==> config.mk <==
export PLATFORM = sky130hd
export DESIGN_NAME = ram_arbiter
export DESIGN_NICKNAME = d
export VERILOG_FILES = /design/src/rtl/ram_arb_pkg.sv /design/src/rtl/ram_arb_pick.sv /design/src/rtl/ram_arbiter.sv
export SDC_FILE = /design/constraint.sdc
export NUM_CORES = 1
export LEC_CHECK = 0
export CORE_ASPECT_RATIO = 1.25
export CORE_MARGIN = 4
export CORE_UTILIZATION = 37
export DETAILED_ROUTE_END_ITERATION = 8
export PLACE_DENSITY = 0.78
export SLEW_MARGIN = 30
export SYNTH_ARGS = -nofsm -noshare
export SYNTH_HDL_FRONTEND = slang
export SYNTH_SLANG_ARGS = --single-unit
export TNS_END_PERCENT = 30
==> constraint.sdc <==
create_clock -name clk -period 1.8 [get_ports clk]
set_clock_uncertainty 0.1 [all_clocks]
set_input_delay 0.36 -clock clk [delete_from_list [all_inputs] [get_ports clk]]
set_output_delay 0.36 -clock clk [all_outputs]
set_load 0.02 [all_outputs]
==> src/rtl/ram_arb_pkg.sv <==
// rtl/ram_arb_pkg.sv - shared state encoding and access-size constants for the RAM arbiter
package ram_arb_pkg;

  typedef enum logic [1:0] {
    IDLE  = 2'd0,
    ISSUE = 2'd1,
    WAIT  = 2'd2,
    RESP  = 2'd3
  } state_t;

  localparam logic [1:0] SZ_BYTE = 2'd0;
  localparam logic [1:0] SZ_HALF = 2'd1;
  localparam logic [1:0] SZ_WORD = 2'd2;

endpackage

==> src/rtl/ram_arb_pick.sv <==
// rtl/ram_arb_pick.sv - combinational two-way winner picker
// On a tie the port named by i_ptr wins; a lone request always wins.
module ram_arb_pick
  import ram_arb_pkg::*;
(
  input  logic i_valid0,
  input  logic i_valid1,
  input  logic i_ptr,
  output logic o_grant
);

  always_comb begin
    o_grant = 1'b0;
    if (i_valid0 && i_valid1) begin
      o_grant = i_ptr;
    end else if (i_valid1) begin
      o_grant = 1'b1;
    end
  end

endmodule

==> src/rtl/ram_arbiter.sv <==
// rtl/ram_arbiter.sv - two-requester RAM arbiter with timeout (round-robin when RAM_ARB_RR_EN is defined)
// One transaction in flight at a time: IDLE -> ISSUE -> WAIT -> RESP.
module ram_arbiter
  import ram_arb_pkg::*;
#(
  parameter int TIMEOUT = 16
) (
  input  logic        clk,
  input  logic        rstb,
  input  logic        m0_valid,
  input  logic        m0_write,
  input  logic [31:0] m0_addr,
  input  logic [1:0]  m0_size,
  input  logic [31:0] m0_wdata,
  output logic        m0_ready,
  output logic [31:0] m0_rdata,
  output logic        m0_err,
  input  logic        m1_valid,
  input  logic        m1_write,
  input  logic [31:0] m1_addr,
  input  logic [1:0]  m1_size,
  input  logic [31:0] m1_wdata,
  output logic        m1_ready,
  output logic [31:0] m1_rdata,
  output logic        m1_err,
  output logic        s_valid,
  output logic        s_write,
  output logic [31:0] s_addr,
  output logic [1:0]  s_size,
  output logic [31:0] s_wdata,
  input  logic        s_ready,
  input  logic [31:0] s_rdata
);

  localparam int CNT_W = $clog2(TIMEOUT + 1);

  state_t             r_state;
  logic               r_grant;
  logic [CNT_W-1:0]   r_cnt;
  logic               r_s_valid;
  logic               r_s_write;
  logic [31:0]        r_s_addr;
  logic [1:0]         r_s_size;
  logic [31:0]        r_s_wdata;
  logic               r_m0_ready;
  logic [31:0]        r_m0_rdata;
  logic               r_m0_err;
  logic               r_m1_ready;
  logic [31:0]        r_m1_rdata;
  logic               r_m1_err;
  logic               w_grant;
  logic               w_ptr;
  logic               w_any_valid;

  assign w_any_valid = m0_valid || m1_valid;

`ifdef RAM_ARB_RR_EN
  logic r_ptr;

  // Pointer moves to the loser so it wins the next tie.
  always_ff @(posedge clk or negedge rstb) begin
    if (!rstb) begin
      r_ptr <= 1'b0;
    end else if (r_state == IDLE && w_any_valid) begin
      r_ptr <= ~w_grant;
    end
  end

  assign w_ptr = r_ptr;
`else
  assign w_ptr = 1'b0;
`endif

  ram_arb_pick u_pick (
    .i_valid0 (m0_valid),
    .i_valid1 (m1_valid),
    .i_ptr    (w_ptr),
    .o_grant  (w_grant)
  );

  always_ff @(posedge clk or negedge rstb) begin
    if (!rstb) begin
      r_state    <= IDLE;
      r_grant    <= 1'b0;
      r_cnt      <= '0;
      r_s_valid  <= 1'b0;
      r_s_write  <= 1'b0;
      r_s_addr   <= '0;
      r_s_size   <= '0;
      r_s_wdata  <= '0;
      r_m0_ready <= 1'b0;
      r_m0_rdata <= '0;
      r_m0_err   <= 1'b0;
      r_m1_ready <= 1'b0;
      r_m1_rdata <= '0;
      r_m1_err   <= 1'b0;
    end else begin
      r_m0_ready <= 1'b0;
      r_m1_ready <= 1'b0;
      case (r_state)
        IDLE: begin
          if (w_any_valid) begin
            r_grant   <= w_grant;
            r_s_write <= w_grant ? m1_write : m0_write;
            r_s_addr  <= w_grant ? m1_addr  : m0_addr;
            r_s_size  <= w_grant ? m1_size  : m0_size;
            r_s_wdata <= w_grant ? m1_wdata : m0_wdata;
            r_s_valid <= 1'b1;
            r_state   <= ISSUE;
          end
        end
        ISSUE: begin
          r_s_valid <= 1'b0;
          r_cnt     <= '0;
          r_state   <= WAIT;
        end
        WAIT: begin
          // The completion pulse is raised here so it is visible during RESP.
          if (s_ready) begin
            if (r_grant) begin
              r_m1_rdata <= s_rdata;
              r_m1_err   <= 1'b0;
              r_m1_ready <= 1'b1;
            end else begin
              r_m0_rdata <= s_rdata;
              r_m0_err   <= 1'b0;
              r_m0_ready <= 1'b1;
            end
            r_state <= RESP;
          end else if (r_cnt == CNT_W'(TIMEOUT - 1)) begin
            if (r_grant) begin
              r_m1_rdata <= '0;
              r_m1_err   <= 1'b1;
              r_m1_ready <= 1'b1;
            end else begin
              r_m0_rdata <= '0;
              r_m0_err   <= 1'b1;
              r_m0_ready <= 1'b1;
            end
            r_state <= RESP;
          end else begin
            r_cnt <= r_cnt + 1'b1;
          end
        end
        RESP: begin
          r_state <= IDLE;
        end
        default: begin
          r_state <= IDLE;
        end
      endcase
    end
  end

  assign s_valid  = r_s_valid;
  assign s_write  = r_s_write;
  assign s_addr   = r_s_addr;
  assign s_size   = r_s_size;
  assign s_wdata  = r_s_wdata;
  assign m0_ready = r_m0_ready;
  assign m0_rdata = r_m0_rdata;
  assign m0_err   = r_m0_err;
  assign m1_ready = r_m1_ready;
  assign m1_rdata = r_m1_rdata;
  assign m1_err   = r_m1_err;

endmodule

# Yosys cells after proc, flatten, opt, wreduce, memory -nomap -nowiden
# Index checks and enable logic that the tools add are counted.
dict set report classes {
  addsub 1
  eq_ne 8
  n_mux 39
  bitwise 1
  reduce_logical 12
}
# op n
set op_table {}
lappend op_table {{$mux W32} 10}
lappend op_table {{$mux W1} 20}
lappend op_table {{$mux W5} 2}
lappend op_table {{$pmux W5 S2} 1}
lappend op_table {{$reduce_and A3 Y1} 3}
lappend op_table {{$mux W2} 4}
lappend op_table {{$pmux W2 S4} 1}
lappend op_table {{$ne A2 B2 Y1 const B} 3}
lappend op_table {{$reduce_and A2 Y1} 3}
lappend op_table {{$reduce_bool A2 Y1} 3}
lappend op_table {{$add A5 B1 Y5 const B} 1}
lappend op_table {{$eq A5 B4 Y1 const B} 1}
lappend op_table {{$eq A2 B2 Y1 const B} 2}
lappend op_table {{$ne A3 B3 Y1 const B} 1}
lappend op_table {{$eq A2 B1 Y1 const B} 1}
lappend op_table {{$logic_not A2 Y1} 1}
lappend op_table {{$pmux W1 S2} 1}
lappend op_table {{$logic_and A1 B1 Y1} 1}
lappend op_table {{$logic_or A1 B1 Y1} 1}
lappend op_table {{$not A1 Y1} 1}
dict set report word_totals {
  register_bits 144
  in_bits 171
  output_inout_bits 136
  elab_cells 75
}

# Depth between registers and ports, before layout
# Gate-level depths: netlist of the first run.
dict set report depth {
  ltp_word 4
  depth_mapped 8
  ltp_nobuf 6
}

# Hierarchy
# Synthesis of the first run repeated with hierarchy kept, for this count alone.
dict set report unflattened {
  cells_unflattened 595
  area_unflattened_um2 6132.1
}
# mod n_inst cells_per_inst area_per_inst_um2 seq_area_each_um2
set by_module_without_submodules {}
lappend by_module_without_submodules {ram_arbiter 1 593 6120.9 3603.5}
lappend by_module_without_submodules {ram_arb_pick 1 2 11.3 0.0}

# Worst setup path after synthesis of the first run
# Ideal clock, no wire load.
dict set report synth_timing {
  path_kind {register to register}
  startpoint {register r_cnt[0]}
  endpoint {register r_m1_err, in the netlist m1_err}
  setup_ps 138
  arrival_ps 1676
  required_time_ps 1562
  slack_ps -113
  stages_incl_launch_ff 8
  n_path_buf 2
  period_less_slack_ps 1913
  cell_sequence {dfrtp_1 -> ha_1 -> and3_1 -> ha_1 -> o211ai_1 -> buf_2 -> buf_2 -> o21ai_0}
}
dict set report synth_via {
  elab_chain_len 3
}
# item line
set synth_rtl {}
lappend synth_rtl {{from (decl)} ram_arbiter.sv:39} ;# logic [CNT_W-1:0] r_cnt;
lappend synth_rtl {{from (signal assigned)} ram_arbiter.sv:142} ;# r_cnt <= r_cnt + 1'b1;
lappend synth_rtl {{$eq A5 B4 Y1} ram_arbiter.sv:130} ;# end else if (r_cnt == CNT_W'(TIMEOUT - 1)) begin
lappend synth_rtl {{$reduce_bool A2 Y1 (no source line)} -}
lappend synth_rtl {{$reduce_and A3 Y1 (no source line)} -}
lappend synth_rtl {{to (signal assigned)} ram_arbiter.sv:96} ;# r_m1_err <= 1'b0;
lappend synth_rtl {{to (signal assigned)} ram_arbiter.sv:122} ;# r_m1_err <= 1'b0;
lappend synth_rtl {{to (signal assigned)} ram_arbiter.sv:133} ;# r_m1_err <= 1'b1;
lappend synth_rtl {{to (decl)} ram_arbiter.sv:50} ;# logic r_m1_err;
# Every way passes these cells.
# A chain may end at the register's enable or synchronous reset.

# Worst setup path in the final report of the first run
dict set report layout_timing {
  startpoint {register r_cnt[1]}
  endpoint {register r_m1_rdata[20], in the netlist m1_rdata[20]}
}
dict set report layout_via {
  elab_chain_len 3
}
# item line
set layout_rtl {}
lappend layout_rtl {{$eq A5 B4 Y1} ram_arbiter.sv:130}
lappend layout_rtl {{$reduce_bool A2 Y1 (no source line)} -}
lappend layout_rtl {{$reduce_and A3 Y1 (no source line)} -}
lappend layout_rtl {{to (signal assigned)} ram_arbiter.sv:121} ;# r_m1_rdata <= s_rdata;
lappend layout_rtl {{to (decl)} ram_arbiter.sv:49} ;# logic [31:0] r_m1_rdata;
# Every way passes these cells.

==> results of run 1 <==
cell type report:
type / count / area (um2)
Clock buffer: 20 / 437
Fill cell: 1436 / 5870
Timing Repair Buffer: 358 / 3570
Inverter: 6 / 22.5
Multi-Input combinational cell: 402 / 2390
Tap cell: 216 / 270
Clock inverter: 10 / 164
Sequential cell: 144 / 3600
worst paths after layout:
path | start | to | slack (ps) | depth (start not counted)
max in group asynchronous | rstb | r_state[1] | 670 | 3
hold / removal | rstb | s_wdata[3] | 340 | 2
min in group clk | s_wdata[30] | s_wdata[30] | 370 | 2
setup reg to reg | r_cnt[1] | m1_rdata[20] | -10 | 8
hold reg to reg | s_wdata[30] | s_wdata[30] | 370 | 2
setup / recovery | r_cnt[1] | m1_rdata[20] | -10 | 8
power groups by stage:
| stage | registers [uW] | logic, uW | clock network (uW) |
|---|---|---|---|
| 2_1_floorplan | 7250 | 2170 | 0 |
| 3_3_place_gp | 5520 | 8200 | 0 |
| 3_5_place_dp | 5560 | 8360 | 0 |
| 4_1_cts | 5490 | 7490 | 3680 |
| 5_1_grt | 5670 | 8280 | 3820 |
| 6_report | 5480 | 7630 | 3620 |
critical path, stage by stage (launching register included):
cell and delay (ps):
dfrtp_1 390, ha_2 180, and3_4 170, ha_4 170, o211ai_1 200, buf_4 230, clkbuf_16 170, nand2_1 50
o21ai_1 70
flip-flops by register name, indices dropped and copies added, names as in the netlist, 2 cells and up:
| signal | flops |
|---|---|
| r_cnt | 5 |
| s_addr | 32 |
| m0_rdata | 32 |
| s_size | 2 |
| m1_rdata | 32 |
| r_state | 2 |
| s_wdata | 32 |
routing by layer:
layer	track usage, %	wire, um	vias up
li1	-	-	2696
met1	24.5	7990	2654
met2	34.6	10000	260
met3	7.43	2050	25
met4	5.80	344	0
met5	0	0	-
synth_stat cells, types with 3 or more instances:
library cell,count
buf_8,3
o21ai_2,11
ha_1,6
buf_4,4
buf_6,5
nand3_1,3
o21ai_1,51
nand2_1,135
dfrtp_1,144
buf_2,11
mux2i_1,68
o21ai_0,108
a21oi_1,3
nor3b_1,3
inv_1,6
clkbuf_1,18
timing repair:
action                                 4_1_cts  5_1_grt
buffers inserted                             3        3
pin swaps                                    0        1
resized for setup                          146       46
setup endpoints to repair                  170       72
cloned                                       2        4
hold buffers                                 1        0
endpoints found under the hold margin       37        0
kinds of logic (layout without fill, tap and decap cells):
group,count (synthesis),in the layout
AOI/OAI and AO/OA,176,176
buffers and inverters,49,394
xor gates and xnor gates,1,1
DFF,144,144
adders and majority gates,6,6
muxes,69,69
and+or+nand+nor,150,150
metrics by stage:
step	util (%)	TNS, ps
after detailed placement	59.8	-10380
after floorplan	-	0
after global routing	64.1	-3580
after global placement	59.8	-5680
final	64.1	-23.3
after CTS	62.9	0
==> results.py, run 1 <==
metrics = {
    "outcome": {
        "outcome": "finished with violations",
        "violations": "setup timing",
    },
    "worst_hold_path": {
        "hold_class": "in2async",
    },
    "timing": {
        "tightest_slew_ps": 459,
        "relSlewSlack_pct": 69.4,
        "max_freq_mhz": 553,
        "holdWs_ps": 339,
        "period_share_pct": 101,
        "setup_viol": 4,
        "slew_viol_final": 0,
        "hold_viol": 0,
        "fin_crit_ps": 1810,
        "setup_slack_ps": -9.50,
        "rsz0062_at_grt": "true",
    },
    "drt": {
        "firstDrtPassIters": 4,
        "drt_first_iter_violations": 208,
        "wl_per_cell_um": 17.7,
        "drt-vias-per-instance": 4.87,
        "route.final.wire_length_um": 20400,
        "route.detailed.drc": 0,
        "drtAntennaViolNets": 0,
        "vias": 5635,
    },
    "logic_synthesis": {
        "ys_types": 30,
        "synthSimpleGateAreaFrac_pct": 9.78,
        "syn_nets": 772,
        "seq_area_frac_synth_pct": 58.1,
        "synth_warnings": 0,
        "synth_edf_count": 0,
        "synth_top_area_share_pct": 58.1,
        "synth_area_mm2": 0.00620,
        "synthMuxAreaShare_pct": 11.2,
        "synth_top_cell_by_area": "dfrtp_1",
        "synth_cells": 595,
        "ys_ff_latch": 144,
        "synth.area.top_cells": "dfrtp_1 (58%), mux2i_1 (11%), o21ai_0 (8.7%)",
        "synth_compound_area_share_pct": 15.0,
        "synthAdderAreaFrac_pct": 1.21,
        "synthXorXnorAreaFrac_pct": 0.141,
        "async_flop_share_pct": 100,
        "ys.flop_type": "dfrtp_1",
        "synth_top_family_by_area": "compound AO/OA/AOI/OAI gates",
        "synth_area_per_cell_um2": 10.4,
    },
    "pwr": {
        "p_leak_uw": 0.00530,
        "p_clk_share_pct": 21.6,
        "vdd_drop_max_uv": 829,
        "power.total_uw": 16700,
        "p_sw_uw": 6570,
        "p_int_uw": 10200,
        "power_density_mw_per_mm2": 1600,
        "seq_power_share_pct": 32.8,
        "comb_power_share_pct": 45.6,
        "swShare_pct": 39.3,
    },
    "die": {
        "core_mm2": 0.0163,
        "die_w_um": 124,
        "fp.dieH_um": 153,
        "io_pins": 307,
        "fp.dieArea_mm2": 0.0189,
        "start_util_pct": 38.0,
        "rows": 52,
    },
    "grt": {
        "antenna_found_initial": 0,
        "grt_max_degree": 43,
        "grt_usage_pct": 20.6,
        "grt_pass1_wl_um": 30000,
        "overflow": 0,
        "first_global_vias": 5635,
    },
    "finish": {
        "drive_gt1_share_pct": 11.6,
        "fin_nets": 1106,
        "area_growth_syn_to_layout_pct": 68.7,
        "layout_common_cells": "clkdlybuf4s50_1 (169), dfrtp_1 (144), dlygate4sd2_1 (136)",
        "fin_area_mm2": 0.0105,
        "stdcell_count": 1156,
        "final_common_cell": "clkdlybuf4s50_1",
        "diodes": 0,
    },
    "worst_setup_path": {
        "worst_setup_path_start_kind": "flip-flop",
        "crit_type": "reg2reg",
        "endpoint_kind": "flip-flop",
        "crit_arrival_ps": 2050,
        "critPathMaxFanout": 8,
        "required_ps": 2040,
    },
    "cts": {
        "max-clock-path-buffers": 2,
        "clk_pin_slew_ps": 60,
        "cts-htree-levels": 4,
        "numClockSinks": 144,
        "cts_buffers": 17,
        "cts_tree": "built",
        "clock-root-buffer": "clkbuf_16",
        "clk_latency_ps": 410,
    },
    "placement": {
        "place.detailed.hpwl_um": 15000,
        "port_buffers": 306,
        "post_dp_cell_area_mm2": 0.00977,
        "dp_slack_ps": -175,
        "dp_cells": 1113,
        "gp_congestion": 0.794,
    },
    "job": {
        "maxCapViolations": 0,
    },
}
(Power assumes the default switching activity.)
==> run 2: changes to the inputs <==
- SYNTH_HIERARCHICAL: default -> 1
==> results.py, run 2 <==
metrics = {
    "die": {
        "core_mm2": 0.0163,
        "start_util_pct": 37.7,
        "die_w_um": 123,
        "fp.dieArea_mm2": 0.0187,
        "rows": 52,
        "fp.dieH_um": 152,
        "io_pins": 307,
    },
    "placement": {
        "place.detailed.hpwl_um": 14100,
        "post_dp_cell_area_mm2": 0.00979,
        "port_buffers": 306,
        "gp_congestion": 0.784,
    },
    "pwr": {
        "p_leak_uw": 0.00502,
        "power_density_mw_per_mm2": 1550,
        "power.total_uw": 16100,
        "vdd_drop_max_uv": 723,
    },
    "worst_hold_path": {
        "hold_class": "in2reg",
        "hold_end": "r_cnt[0]",
        "holdPathStages": 3,
        "min_from": "s_ready",
    },
    "worst_setup_path": {
        "crit_type": "reg2reg",
        "r2r-start": "r_cnt[1]",
        "endpoint_kind": "flip-flop",
        "crit_arrival_ps": 2010,
        "r2r_slack_ps": -30,
        "worst_setup_path_start_kind": "flip-flop",
        "required_ps": 1980,
        "ff2ff_path_depth": 7,
        "critPathMaxFanout": 33,
        "regToRegEndpoint": "m0_rdata[10]",
    },
    "cts": {
        "max-clock-path-buffers": 2,
        "clock-root-buffer": "clkbuf_16",
        "clk_pin_slew_ps": 60,
        "numClockSinks": 144,
        "cts_tree": "built",
        "clk_latency_ps": 400,
        "cts-htree-levels": 4,
        "cts_buffers": 17,
    },
    "logic_synthesis": {
        "synth_common_cells": "dfrtp_1 (144), nand2_1 (137), o21ai_1 (106)",
        "synth_top_cell_by_area": "dfrtp_1",
        "ys_types": 29,
        "seq_area_frac_synth_pct": 58.8,
        "synth.area.top_cells": "dfrtp_1 (59%), mux2i_1 (11%), o21ai_1 (8.7%)",
        "yosysMostFrequentCell": "dfrtp_1",
        "synth_cells": 595,
        "ys.flop_type": "dfrtp_1",
        "syn_nets": 772,
        "synth_top_area_share_pct": 58.8,
        "synth_area_per_cell_um2": 10.3,
        "synth_edf_count": 0,
        "async_flop_share_pct": 100,
        "synth_warnings": 6,
        "synth_area_mm2": 0.00613,
        "ys_ff_latch": 144,
    },
    "timing": {
        "setup_viol": 7,
        "tightest_slew_ps": 580,
        "max_freq_mhz": 548,
        "rsz0062_at_grt": "true",
        "slew_viol_final": 0,
        "hold_viol": 0,
        "setup_slack_ps": -25.6,
        "period_share_pct": 101,
        "relSlewSlack_pct": 61.3,
        "fin_crit_ps": 1830,
    },
    "drt": {
        "vias": 5615,
        "route.detailed.drc": 0,
        "drtAntennaViolNets": 0,
        "wl_per_cell_um": 16.5,
        "firstDrtPassIters": 4,
        "drt_first_iter_violations": 295,
        "drt-vias-per-instance": 4.87,
        "route.final.wire_length_um": 19000,
    },
    "job": {
        "maxCapViolations": 0,
    },
    "grt": {
        "grt_util_met1_pct": 22.3,
        "antenna_found_initial": 0,
        "gr-usage-met3_pct": 7.77,
        "overflow": 0,
        "grt_busiest_layer": "met2",
        "first_global_vias": 5823,
        "grt_max_degree": 56,
        "grtUsageMet2_pct": 34.1,
        "grt_pass1_wl_um": 29500,
        "grt_usage_pct": 19.9,
    },
    "finish": {
        "fin_area_mm2": 0.0104,
        "area_growth_syn_to_layout_pct": 69.9,
        "n_fill_cell": 1353,
        "layout_common_cells": "clkdlybuf4s50_1 (168), dfrtp_1 (144), dlygate4sd2_1 (136)",
        "fin_nets": 1100,
        "drive_gt1_share_pct": 13.0,
        "final_common_cell": "clkdlybuf4s50_1",
        "diodes": 0,
    },
    "outcome": {
        "violations": "setup timing",
        "outcome": "finished with violations",
    },
}
-- run 2: report_power, final --
| part | internal (uW) | switching, uW |
|---|---|---|
| registers | 4680 | 767 |
| clock network | 1930 | 1350 |
| logic | 3080 | 4330 |
| total | 9700 | 6440 |
-- run 2: final cells by class --
| type | instances | area (um2) | area share [%] |
|---|---|---|---|
| tap | 216 | 270 | 2.59 |
| inverter | 7 | 26.3 | 0.252 |
| timing repair buffer | 352 | 3490 | 33.5 |
| multi-input combinational | 401 | 2480 | 23.8 |
| clock buffer | 19 | 443 | 4.25 |
| sequential | 144 | 3600 | 34.6 |
| clock inverter | 13 | 111 | 1.07 |
-- run 2: cell families (layout without fill, tap and decap cells) --
| kind of cell | after synthesis | after routing | share of synthesized area [%] |
|---|---|---|---|
| AO/OA/AOI/OAI | 174 | 174 | 14.6 |
| AND/OR/NAND/NOR | 149 | 149 | 9.67 |
| flip-flops | 144 | 144 | 58.8 |
| multiplexers | 71 | 71 | 11.6 |
| buffers and inverters | 50 | 391 | 4.08 |
| adder cells (fa/ha/maj) | 6 | 6 | 1.22 |
| other | 1 | 1 | 0.0612 |
-- run 2: worst max-delay path by stage --
stage	from	end	slack, ps
floorplan	r_cnt[0]	m0_rdata[23]	10
global placement	m1_valid	s_wdata[5]	-110
detailed placement	m1_valid	s_wdata[7]	-160
global route	r_cnt[0]	m0_rdata[10]	-80
finish	r_cnt[1]	m0_rdata[10]	-30
CTS	r_cnt[0]	m0_rdata[21]	0.6
-- run 2: per-stage QoR --
stage	util [%]	setup WS (ps)	hold slack [ps]	TNS, ps	std cells
2_1_floorplan	-	11.9	-35.6	0	595
3_3_place_gp	60.2	-113	229	-5390	1115
3_5_place_dp	60.2	-164	227	-8500	1115
4_1_cts	62.9	0.571	355	0	1149
5_1_grt	64.0	-75.2	365	-1100	1152
6_report	64.0	-25.6	335	-73.3	1152
-- run 2: worst max-delay path: stages, from the launching register on --
cell and delay [ps]:
dfrtp_1 360, ha_2 190, and3_4 200, ha_4 190, o21ai_4 70, buf_8 180
o21ai_0 320, o21ai_4 90
-- run 2: routing by layer --
metal	share of wire [%]	vias to the layer above
li1	-	2698
met1	36	2629
met2	51	257
met3	10	31
met4	2.3	0
met5	0	-
-- run 2: repair_timing --
action,4_1_cts,5_1_grt
hold endpoints to repair,39,0
buffers inserted,0,1
endpoints found under the setup margin,174,66
pin swaps,2,21
resized for setup,141,36
hold buffers,1,0
cloned,1,2
==> edit, RTL diff (config.mk and constraints of run 2) <==
Put one more register stage on the output `m0_err`. The value now appears one clock later. The other outputs are not delayed to match.
--- a/src/rtl/ram_arbiter.sv
+++ b/src/rtl/ram_arbiter.sv
@@ -159,7 +159,9 @@
   assign s_wdata  = r_s_wdata;
   assign m0_ready = r_m0_ready;
   assign m0_rdata = r_m0_rdata;
-  assign m0_err   = r_m0_err;
+  always_ff @(posedge clk) begin
+    m0_err <= r_m0_err;
+  end
   assign m1_ready = r_m1_ready;
   assign m1_rdata = r_m1_rdata;
   assign m1_err   = r_m1_err;
Behaviour: same outputs for any inputs over 4 cycles, from zero or initial values and one cycle with rstb low; that may be too few to reach the edited logic, so the function may still have changed.
==> edit against run 2 <==
- worst setup slack improved by 0.026 ns
- wire length shrank 1.5%
- area after synthesis grew 0.33%
- cell area decreased by 0.53%
- total power grew 2.1%
- non-clock buffer count stayed put
- sequential share of layout area up 0.38 points
- first-iteration DRC count fell by 4.1%
- sequential cell count up 1
- highest routed layer unchanged
==> edit: results (changes against run 2) <==
Status - finished clean
Synth area leaders - dfrtp_1 59%, mux2i_1 11%, o21ai_1 8.6%
Met3 Track Usage GR - 7.50% (-0.27 points)
Placed cell areas - 0.00984 sq mm (+0.49%)
Peak supply drop - 661 uV (-8.6%)
WL final - 18.7 mm (-1.5%)
Post-DP HPWL - 14.5 mm (+2.8%)
Avg Vias per Cell - 4.83 (-0.96%)
Critical-path maximum fanout - 4 (-88%)
Hold EP - m0_err
Largest net degree at the start of global routing - 40 (-29%)
First-pass GRT wire length - 29.7 mm (+0.70%)
Share of post-route cells with drive strength above 1 - 9.82% (-3.2 points)
Worst R2R End - r_state[1]
Synthesized Nets - 773 (+0.13%)
Switching Fraction - 38.5% (-1.4 points)
Reg-to-reg slack, setup - 0.0005 ns (+0.03 ns)
Worst Hold Path Cells - 0 (-3)
Met1 usage - 23.5% (+1.2 points)
Leak - 5.01 nW (-0.37%)
Synth cell types - 30 (+3.4%)
Total track usage - 20.3% (+0.40 points)
Post-synth ARST share - 99.3% (-0.69 points)
Initial drt markers - 283 (-4.1%)
Drt pass-1 iters - 5 (+1)
Fillers - 1380 (+2.0%)
R2R cell count - 6 (-1)
[edit: power groups by stage]
stage | sequential (mW) | combinational, mW | clock, mW
2_1_floorplan | 7.16 | 2.13 | 0
3_3_place_gp | 5.49 | 8.02 | 0
3_5_place_dp | 5.56 | 8.16 | 0
4_1_cts | 5.47 | 7.28 | 3.91
5_1_grt | 5.64 | 7.86 | 4.07
6_report | 5.45 | 7.20 | 3.83
[edit: area by class of cell]
| cell class | count | area, sq um | share of cell area, % |
|---|---|---|---|
| flip-flops and latches | 145 | 3620 | 35.0 |
| repair buffers | 352 | 3440 | 33.2 |
| multi-input cells | 401 | 2360 | 22.8 |
| clock buffers | 19 | 433 | 4.18 |
| well taps | 216 | 270 | 2.61 |
| clock inverters | 13 | 209 | 2.02 |
| inverters | 7 | 26.3 | 0.254 |
[edit: how the worst max path moves through the flow]
stage             start      endpoint  slack, ns  cells after the start
5_1_grt        r_cnt[0]      r_cnt[3]      -0.08                      7
6_report       r_cnt[0]    r_state[1]     0.0005                      6
3_5_place_dp   m1_valid   s_wdata[27]      -0.16                      6
4_1_cts          m0_err        m0_err     0.0007                      1
2_1_floorplan  r_cnt[0]  m0_rdata[23]       0.01                      8
3_3_place_gp   m1_valid    s_addr[28]      -0.10                      6
[edit: cell families (layout without fill, tap and decap cells)]
kind of cell / count (synthesis) / count (layout) / synth area share, %
muxes: 71 / 71 / 11.6
other: 1 / 1 / 0.0610
and+or+nand+nor: 149 / 149 / 9.64
DFF: 145 / 145 / 58.9
AOI/OAI and AO/OA: 174 / 174 / 14.5
buffers and inverters: 50 / 391 / 4.07
adders and majority gates: 6 / 6 / 1.22
[edit: per-layer routing]
metal	vias to the layer above	part of all wire (%)
met2	243	50
met1	2603	39
met3	25	9.1
met5	-	0
met4	0	1.9
li1	2695	-
[edit: repair_timing]
item,CTS,global route
endpoints found under the setup margin,150,59
gates cloned,0,0
pin swaps,4,0
buffers inserted,1,0
endpoints found under the hold margin,31,0
resized for setup,141,4
hold buffers,1,0
[edit: worst max-delay path, stage by stage (launching register included)]
cell and delay [ns]:
dfrtp_1 0.38, ha_2 0.19, and3_4 0.18, ha_4 0.18, nor3b_4 0.25, nor2_2 0.10
mux2_4 0.30
[edit: stage by stage]
| step | hold slack [ns] | setup TNS [ns] |
|---|---|---|
| 4_1_cts | 0.265 | 0 |
| 2_1_floorplan | -0.0356 | 0 |
| 5_1_grt | 0.281 | -2.27 |
| 3_5_place_dp | 0.186 | -9.20 |
| 3_3_place_gp | 0.190 | -5.86 |
| 6_report | 0.268 | 0 |
